$ cat src/rtl/mem_access_unit.sv
// MEM-stage data-memory access unit: issues aligned word requests with byte
// lanes, formats load data, stalls the pipeline, and flags faults and timeouts.
module mem_access_unit #(
  parameter int TIMEOUT = 16
) (
  input  logic        CLK,
  input  logic        RESET,
  input  logic        MEM_READ,
  input  logic        MEM_WRITE,
  input  logic [2:0]  FUNC3,
  input  logic [31:0] ADDRESS,
  input  logic [31:0] WRITE_DATA,
  output logic [31:0] MEM_ADDR,
  output logic [31:0] MEM_WDATA,
  output logic [3:0]  MEM_BYTE_EN,
  output logic        MEM_RD_REQ,
  output logic        MEM_WR_REQ,
  input  logic        MEM_READY,
  input  logic [31:0] MEM_RDATA,
  output logic [31:0] READ_DATA,
  output logic        BUSY,
  output logic        FAULT,
  output logic        BUS_ERROR
);

  localparam int CNT_W = (TIMEOUT > 2) ? $clog2(TIMEOUT) : 1;
  localparam logic [CNT_W-1:0] CNT_LAST = CNT_W'(TIMEOUT - 1);

  typedef enum logic [1:0] {
    IDLE   = 2'd0,
    ACCESS = 2'd1,
    DONE   = 2'd2
  } state_t;

  state_t           state, state_nxt;
  logic             is_ld;
  logic             is_st;
  logic             req;
  logic             legal;
  logic             start;
  logic             timeout_hit;
  logic [CNT_W-1:0] cnt;
  logic [2:0]       func3_p1;
  logic [1:0]       ofs_p1;

  function automatic logic f3_legal(input logic ld, input logic [2:0] f3);
    logic ok;
    ok = 1'b0;
    case (f3)
      3'b000, 3'b001, 3'b010: ok = 1'b1;
      3'b100, 3'b101:         ok = ld;
      default:                ok = 1'b0;
    endcase
    return ok;
  endfunction

  function automatic logic aligned(input logic [2:0] f3, input logic [1:0] ofs);
    logic ok;
    ok = 1'b1;
    case (f3[1:0])
      2'b01:   ok = ~ofs[0];
      2'b10:   ok = (ofs == 2'b00);
      default: ok = 1'b1;
    endcase
    return ok;
  endfunction

  function automatic logic [3:0] lane_en(input logic ld, input logic [2:0] f3,
                                         input logic [1:0] ofs);
    logic [3:0] en;
    en = 4'b1111;
    if (!ld) begin
      case (f3[1:0])
        2'b00:   en = 4'b0001 << ofs;
        2'b01:   en = 4'b0011 << {ofs[1], 1'b0};
        default: en = 4'b1111;
      endcase
    end
    return en;
  endfunction

  function automatic logic [31:0] lane_wdata(input logic [2:0] f3, input logic [31:0] d);
    logic [31:0] w;
    case (f3[1:0])
      2'b00:   w = {4{d[7:0]}};
      2'b01:   w = {2{d[15:0]}};
      default: w = d;
    endcase
    return w;
  endfunction

  // Shift the addressed lane down to bit 0, then extend by the access type.
  function automatic logic [31:0] fmt_load(input logic [2:0] f3, input logic [1:0] ofs,
                                           input logic [31:0] word);
    logic        [31:0] lane;
    logic signed [7:0]  b;
    logic signed [15:0] h;
    logic signed [31:0] ext;
    lane = word >> {ofs, 3'b000};
    b    = lane[7:0];
    h    = lane[15:0];
    case (f3)
      3'b000:  ext = {{24{b[7]}}, b};
      3'b001:  ext = {{16{h[15]}}, h};
      3'b100:  ext = {24'd0, lane[7:0]};
      3'b101:  ext = {16'd0, lane[15:0]};
      default: ext = word;
    endcase
    return $unsigned(ext);
  endfunction

  // Request decode; a simultaneous read and write is treated as a load.
  assign is_ld       = MEM_READ;
  assign is_st       = MEM_WRITE & ~MEM_READ;
  assign req         = MEM_READ | MEM_WRITE;
  assign legal       = req & f3_legal(is_ld, FUNC3) & aligned(FUNC3, ADDRESS[1:0]);
  assign start       = (state == IDLE) & legal;
  assign timeout_hit = (cnt == CNT_LAST);

  assign FAULT = (state == IDLE) & req & ~legal;
  assign BUSY  = start | (state == ACCESS);

  always_ff @(posedge CLK) begin
    if (RESET) begin
      state <= IDLE;
    end else begin
      state <= state_nxt;
    end
  end

  always_comb begin
    state_nxt = state;
    case (state)
      IDLE:    if (legal) state_nxt = ACCESS;
      ACCESS:  if (MEM_READY || timeout_hit) state_nxt = DONE;
      DONE:    state_nxt = IDLE;
      default: state_nxt = IDLE;
    endcase
  end

  // p0 -> p1: request launch in IDLE, completion or abort in ACCESS.
  always_ff @(posedge CLK) begin
    if (RESET) begin
      MEM_ADDR    <= '0;
      MEM_WDATA   <= '0;
      MEM_BYTE_EN <= '0;
      MEM_RD_REQ  <= 1'b0;
      MEM_WR_REQ  <= 1'b0;
      READ_DATA   <= '0;
      BUS_ERROR   <= 1'b0;
      cnt         <= '0;
      func3_p1    <= '0;
      ofs_p1      <= '0;
    end else begin
      case (state)
        IDLE: begin
          if (start) begin
            MEM_ADDR    <= {ADDRESS[31:2], 2'b00};
            MEM_BYTE_EN <= lane_en(is_ld, FUNC3, ADDRESS[1:0]);
            if (is_st) MEM_WDATA <= lane_wdata(FUNC3, WRITE_DATA);
            MEM_RD_REQ  <= is_ld;
            MEM_WR_REQ  <= is_st;
            func3_p1    <= FUNC3;
            ofs_p1      <= ADDRESS[1:0];
            cnt         <= '0;
          end
        end
        ACCESS: begin
          if (MEM_READY) begin
            if (MEM_RD_REQ) READ_DATA <= fmt_load(func3_p1, ofs_p1, MEM_RDATA);
            MEM_RD_REQ <= 1'b0;
            MEM_WR_REQ <= 1'b0;
          end else if (timeout_hit) begin
            if (MEM_RD_REQ) READ_DATA <= '0;
            MEM_RD_REQ <= 1'b0;
            MEM_WR_REQ <= 1'b0;
            BUS_ERROR  <= 1'b1;
          end else begin
            cnt <= cnt + CNT_W'(1);
          end
        end
        DONE: begin
          BUS_ERROR <= 1'b0;
        end
        default: begin
          BUS_ERROR <= 1'b0;
        end
      endcase
    end
  end

endmodule
$ cat config.mk
export PLATFORM = sky130hd
export DESIGN_NAME = mem_access_unit
export DESIGN_NICKNAME = d
export VERILOG_FILES = /design/src/rtl/mem_access_unit.sv
export SDC_FILE = /design/constraint.sdc
export NUM_CORES = 1
export LEC_CHECK = 0
export ABC_CLOCK_PERIOD_IN_PS = 2800
export CAP_MARGIN = 15
export CORE_MARGIN = 3
export CORE_UTILIZATION = 25
export CTS_CLUSTER_DIAMETER = 150
export DETAILED_ROUTE_END_ITERATION = 7
export DONT_BUFFER_PORTS = 1
export GPL_ROUTABILITY_DRIVEN = 0
export PLACE_DENSITY_LB_ADDON = 0.3
export SETUP_SLACK_MARGIN = 0.1
export SLEW_MARGIN = 20
export SYNTH_ARGS = -nofsm -noshare
export SYNTH_HDL_FRONTEND = slang
export SYNTH_SLANG_ARGS = --single-unit
export TNS_END_PERCENT = 20
$ cat constraint.sdc
create_clock -name CLK -period 2.8 [get_ports CLK]
set_clock_uncertainty 0.2 [all_clocks]
set_input_delay 0.56 -clock CLK [delete_from_list [all_inputs] [get_ports CLK]]
set_output_delay 0.56 -clock CLK [all_outputs]
set_load 0.01 [all_outputs]
[Word level (Yosys, flattened, before mapping)]
Index checks and enable logic that the tools add are counted.
Storage, ports and cells
  bits in registers: 112
Operators by class
  $add $sub $neg: 1
  shift-type cells: 3
  reduce and logical (&&, ||, !) cells: 17
  equal/unequal tests: 20
  muxes and demuxes: 26
  bitwise operators: 12
Operators with widths (number)
  two-way mux 32 bit: 4
  case mux 32 bit (4 select lines): 1
  case mux 32 bit (2 select lines): 1
  right shift 32 x 5 -> 16 bit: 1
  two-way mux 4 bit: 4
  case mux 4 bit (2 select lines): 2
  inequality test 2 bit (second input constant): 7
  == test 3 bit (second input constant): 4
  case mux 1 bit (2 select lines): 5
  AND reduction 3 bit: 3
  AND reduction 4 bit: 2
  AND 1 bit: 6
  == test 3 x 1 -> 1 bit (second input constant): 2
  zero test 2 bit: 3
  zero test 3 bit: 2
  two-way mux 1 bit: 6
  adder 4 x 1 -> 4 bit (second input constant): 1
  == test 2 x 1 -> 1 bit (second input constant): 2
  == test 4 bit (second input constant): 1
  two-way mux 2 bit: 2
  NOT 1 bit: 4
  case mux 2 bit (2 select lines): 1
  AND reduction 2 bit: 2
  nonzero test 2 bit: 2
  other kinds (10): 11

[Logic depth before layout (Yosys ltp)]
  depth after elaboration: 8
  mapped depth: 9
  mapped depth without buffers: 6

[Worst setup path before layout]
OpenSTA, ideal clock, no wires.
  path type: input to output
  start: in FUNC3[1]
  end: out FAULT
  path buffers: 3
  cell stages on the path: 9
  slack: -28 ps
  required time: 2040 ps
  arrival time: 2068 ps
  cell sequence: inv_1 ha_1 buf_2 or2_2 o2bb2ai_1 buf_4 buf_2 a31oi_1 nor3_1
On the way
  cells in the longest elaborated chain, start to end: 7
  elaborated cells between the ends (all ways): 15
  classes of those cells: 6 x eq/ne; 2 x mux; 4 x bitwise; 3 x reduce/logical
Ends and longest elaborated chain
  start: declaration: line 10  | input logic [2:0] FUNC3,
  == test 3 x 1 -> 1 bit (tied with other cells): line 49  | case (f3)
  OR reduction 3 bit / OR reduction 2 bit (equally long branches): line 49
  case mux 1 bit (2 select lines): line 49
  AND 1 bit: line 116  | assign legal = req & f3_legal(is_ld, FUNC3) & aligned(FUNC3, ADDRESS[1:0]);
  AND 1 bit (*): line 116
  NOT 1 bit (*): line 120  | assign FAULT = (state == IDLE) & req & ~legal;
  AND 1 bit (*): line 120
  end: declaration: line 22  | output logic FAULT,
Every way passes the cells marked *; elsewhere a longest branch is shown, timed or not.

[Worst setup path in the final report]
  start: in FUNC3[0]
  end: out BUSY
On the way
  cells in the longest elaborated chain, start to end: 7
  elaborated cells between the ends (all ways): 15
  classes of those cells: 6 x eq/ne; 2 x mux; 4 x bitwise; 3 x reduce/logical
Ends and longest elaborated chain
  == test 3 x 1 -> 1 bit (tied with other cells): line 49
  OR reduction 3 bit / OR reduction 2 bit (equally long branches): line 49
  case mux 1 bit (2 select lines): line 49
  AND 1 bit: line 116
  AND 1 bit (*): line 116
  AND 1 bit (*): line 117  | assign start = (state == IDLE) & legal;
  bitwise OR 1 bit (*): line 121  | assign BUSY = start | (state == ACCESS);
  end: declaration: line 21  | output logic BUSY,
Marks and branches as above.

==> metrics.md <==
| Metric | Value |
|---|---|
| Area of the core | `0.01985 mm²` |
| Die span in y | `149.6 µm` |
| F_max | `between 300 and 400 MHz` |
| Post-Place Worst Slack | `109.3 ps` |
| Total Wirelength | `~17 mm` |
| Post-Syn Area | `just over 0.005 mm²` |
| Clock-pin slew on the worst setup and hold paths | `90 ps` |
| Initial DRC Count | `323` |
| Clk sinks | `112` |
| Leak pwr | `1.969 nW` |
| Count of buffers inserted at the top-level ports | `0` |
| Worst EP required | `2040 ps` |
| Initial antenna violation count | `0` |
| Worst vdd ir | `0.2599 mV` |
| Crit share post-route | `approximately 92%` |
| # nets final | `686` |
| Setup bufs post-CTS | `0` |
| CP arrival | `1810 ps` |
| CTS Buffer Depth | `2` |
| GRT Total Usage | `between 10% and 20%` |
| Final Max Tran Viols | `0` |
| DP Cell Count | `832` |
| Min-delay worst type | `input port to flip-flop` |
| 1st-pass router iterations | `5` |
| Slew HR | `a little under a third` |
| Cell taking the most area after synthesis | `dfxtp_1` |
| CP Max Fanout | `3` |
| Clock Latency Late Sink | `360 ps` |
| Cells after Synth | `~600` |
| Share of the synthesized area in the top cell type | `43.47%` |
| Max Cap Viol | `0` |
| Fin Setup TNS | `0 ps` |
| Synth Area per Inst | `between 8 and 9 µm²` |
| Tot Pwr | `3.571 mW` |
| Worst Setup Start Kind | `input port` |
| Post-synth EDFFs | `0` |
| Worst Setup SP | `FUNC3[0]` |
| Final Critical Period | `2565 ps` |
| Starting Density | `about a quarter` |
| Pwr/cell area | `just over 600 mW/mm²` |
| RSZ-0062 raised after global routing | `false` |
| Outcome | `completed` |
| Hold_buf cts | `0` |
| Row count | `51` |
| Final hold violations | `0` |
| Main synth FF type | `dfxtp_1` |
| Die width | `149.6 µm` |
| Post-CTS resize count | `0` |
| Origin of the worst min-delay path | `RESET` |
| Antenna Cells | `0` |
| Fillers | `between 2000 and 2500` |
| Hold WS | `~78 ps` |
| Crit Path Class | `input port to output port` |
| Worst slew pin tran | `1021 ps` |
| Die area | `0.02239 mm²` |
| Post-route ant nets | `0` |
| Vias/cell | `around 5.4` |
| Unique masters post-synth | `55` |
| CTS root buffer | `clkbuf_16` |
| DR WL/cell | `19.73 µm` |
| DRC viols | `0` |
| Seq/Total Area, Yosys | `43.47%` |
| Vias | `4598` |
| Register bit total from synthesis | `roughly 110` |
| Vias in the first global route | `4451` |
| Share of cells above drive strength 1 | `under 10%` |
| First-pass GRT wire length | `25.54 mm` |
| CTS H-tree depth | `3` |
| Yosys warnings | `0` |
| Async SR Flop Fraction | `0%` |
| R2R Path Start | `MEM_RD_REQ$_SDFFE_PP0P_` |
| Top cells by area, synth | `dfxtp_1, a21oi_1, o21ai_0, nand3_1, mux2i_1` |
| Overflow after GRT | `0` |
| Largest net degree at the start of global routing | `82` |
| Detail Placement HPWL | `11.99 mm` |
| Post-Layout Cell Count | `848` |
| # IOs | `209` |
| Worst setup EP type | `output port` |
| CTS Buf Count | `9` |
| CTS tree | `built` |
| Final WS setup | `234.9 ps` |
| Endpoints failing setup | `0` |
| Area grow syn2layout | `12.57%` |
## cell families (layout without fill, tap and decap cells)
| family | count (synthesis) | count (layout) | share of synthesized area, % |
|---|---|---|---|
| AO/OA/AOI/OAI | 240 | 240 | 30.54 |
| AND/OR/NAND/NOR | 138 | 138 | 13.59 |
| flip-flops | 112 | 112 | 43.47 |
| buffers and inverters | 84 | 65 | 6.841 |
| multiplexers | 21 | 21 | 4.342 |
| adder cells (fa/ha/maj) | 4 | 4 | 0.9704 |
| other | 1 | 2 | 0.07271 |
| XOR/XNOR | 1 | 1 | 0.1699 |
## worst paths after layout
| check | to | slack [ps] | depth (start not counted) |
|---|---|---|---|
| min reg2reg | cnt[1]$_SDFFE_PP0P_ | 290 | 2 |
| min | MEM_WDATA[22]$_SDFFE_PP0P_ | 80 | 1 |
| max reg2reg | READ_DATA[28]$_SDFFE_PP0P_ | 450 | 4 |
| max | BUSY | 230 | 6 |
## where the power goes
part,switching (mW),internal (mW)
Clock,0.690,0.734
Sequential,0.0718,1.65
Combinational,0.273,0.155
## worst max-delay path: stages
cell,delay (ps)
inv_1,50
ha_1,170
or3b_1,430
a311oi_4,300
nand2_1,120
nand2_1,160
## synthesized netlist by cell type, drive strengths merged (2+ instances only)
| master | count |
|---|---|
| dfxtp | 112 |
| a21oi | 72 |
| o21ai | 59 |
| nand3 | 54 |
| clkbuf | 35 |
| inv | 28 |
| nor3 | 24 |
| buf | 21 |
| nand2 | 20 |
| mux2i | 19 |
| nor2 | 18 |
| a211oi | 17 |
| a22oi | 17 |
| a221o | 16 |
| a311oi | 10 |
| a21boi | 8 |
| o2bb2ai | 8 |
| o31ai | 8 |
| o22ai | 6 |
| a31oi | 5 |
| ha | 4 |
| nand2b | 4 |
| nor2b | 4 |
| nand3b | 3 |
| or2 | 3 |
| a2111oi | 2 |
| a2bb2oi | 2 |
| nor4 | 2 |
| nor4b | 2 |
| o21a | 2 |
## cell usage in the layout (no fill, tap or decap), drive strengths merged, types with 2 or more instances in the layout
cell type,n
nor4,2
inv,32
o31ai,8
a21boi,8
dfxtp,112
or2,3
mux2i,19
o2bb2ai,8
buf,21
nand3b,3
a21oi,72
nand2,20
o22ai,6
a311oi,10
nor3,24
nor2,18
nor2b,4
a2111oi,2
clkbuf,9
conb,2
a211oi,17
clkinv,2
a31oi,5
nand2b,4
nor4b,2
a22oi,17
o21a,2
o21ai,59
nand3,54
ha,4
a2bb2oi,2
a221o,16
## registers in the layout, indices dropped and copies added (netlist names)
signal and count:
MEM_WR_REQ 1, MEM_BYTE_EN 4, MEM_WDATA 32, cnt 4
READ_DATA 32, MEM_ADDR 30, MEM_RD_REQ 1, state 2
ofs_p1 2, BUS_ERROR 1, func3_p1 3
## metal layers
metal / global-route usage (%) / up-vias / wire (µm)
met3: 6.329 / 33 / 1976
met1: 17.04 / 2169 / 6671
met2: 22.81 / 210 / 7588
li1: - / 2186 / -
met4: 5.767 / 0 / 495
met5: 0 / - / 0
## through the flow
stage,instance area [µm²],util (%)
2_1_floorplan,5197,-
3_3_place_gp,5473,27.58
3_5_place_dp,5473,27.58
4_1_cts,5803,29.24
5_1_grt,5806,29.25
6_report,5806,29.25
## cell type report
class                      count  area, µm²  area share (%)
timing repair buffer          21      170.2           2.931
clock inverter                 7      105.1           1.810
clock buffer                   9      225.2           3.879
multi-input combinational    406       2626           45.24
inverter                      28      105.1           1.810
tap                          265      331.6           5.711
sequential                   112       2242           38.62
Note: power is estimated with default switching activity, not from simulation.
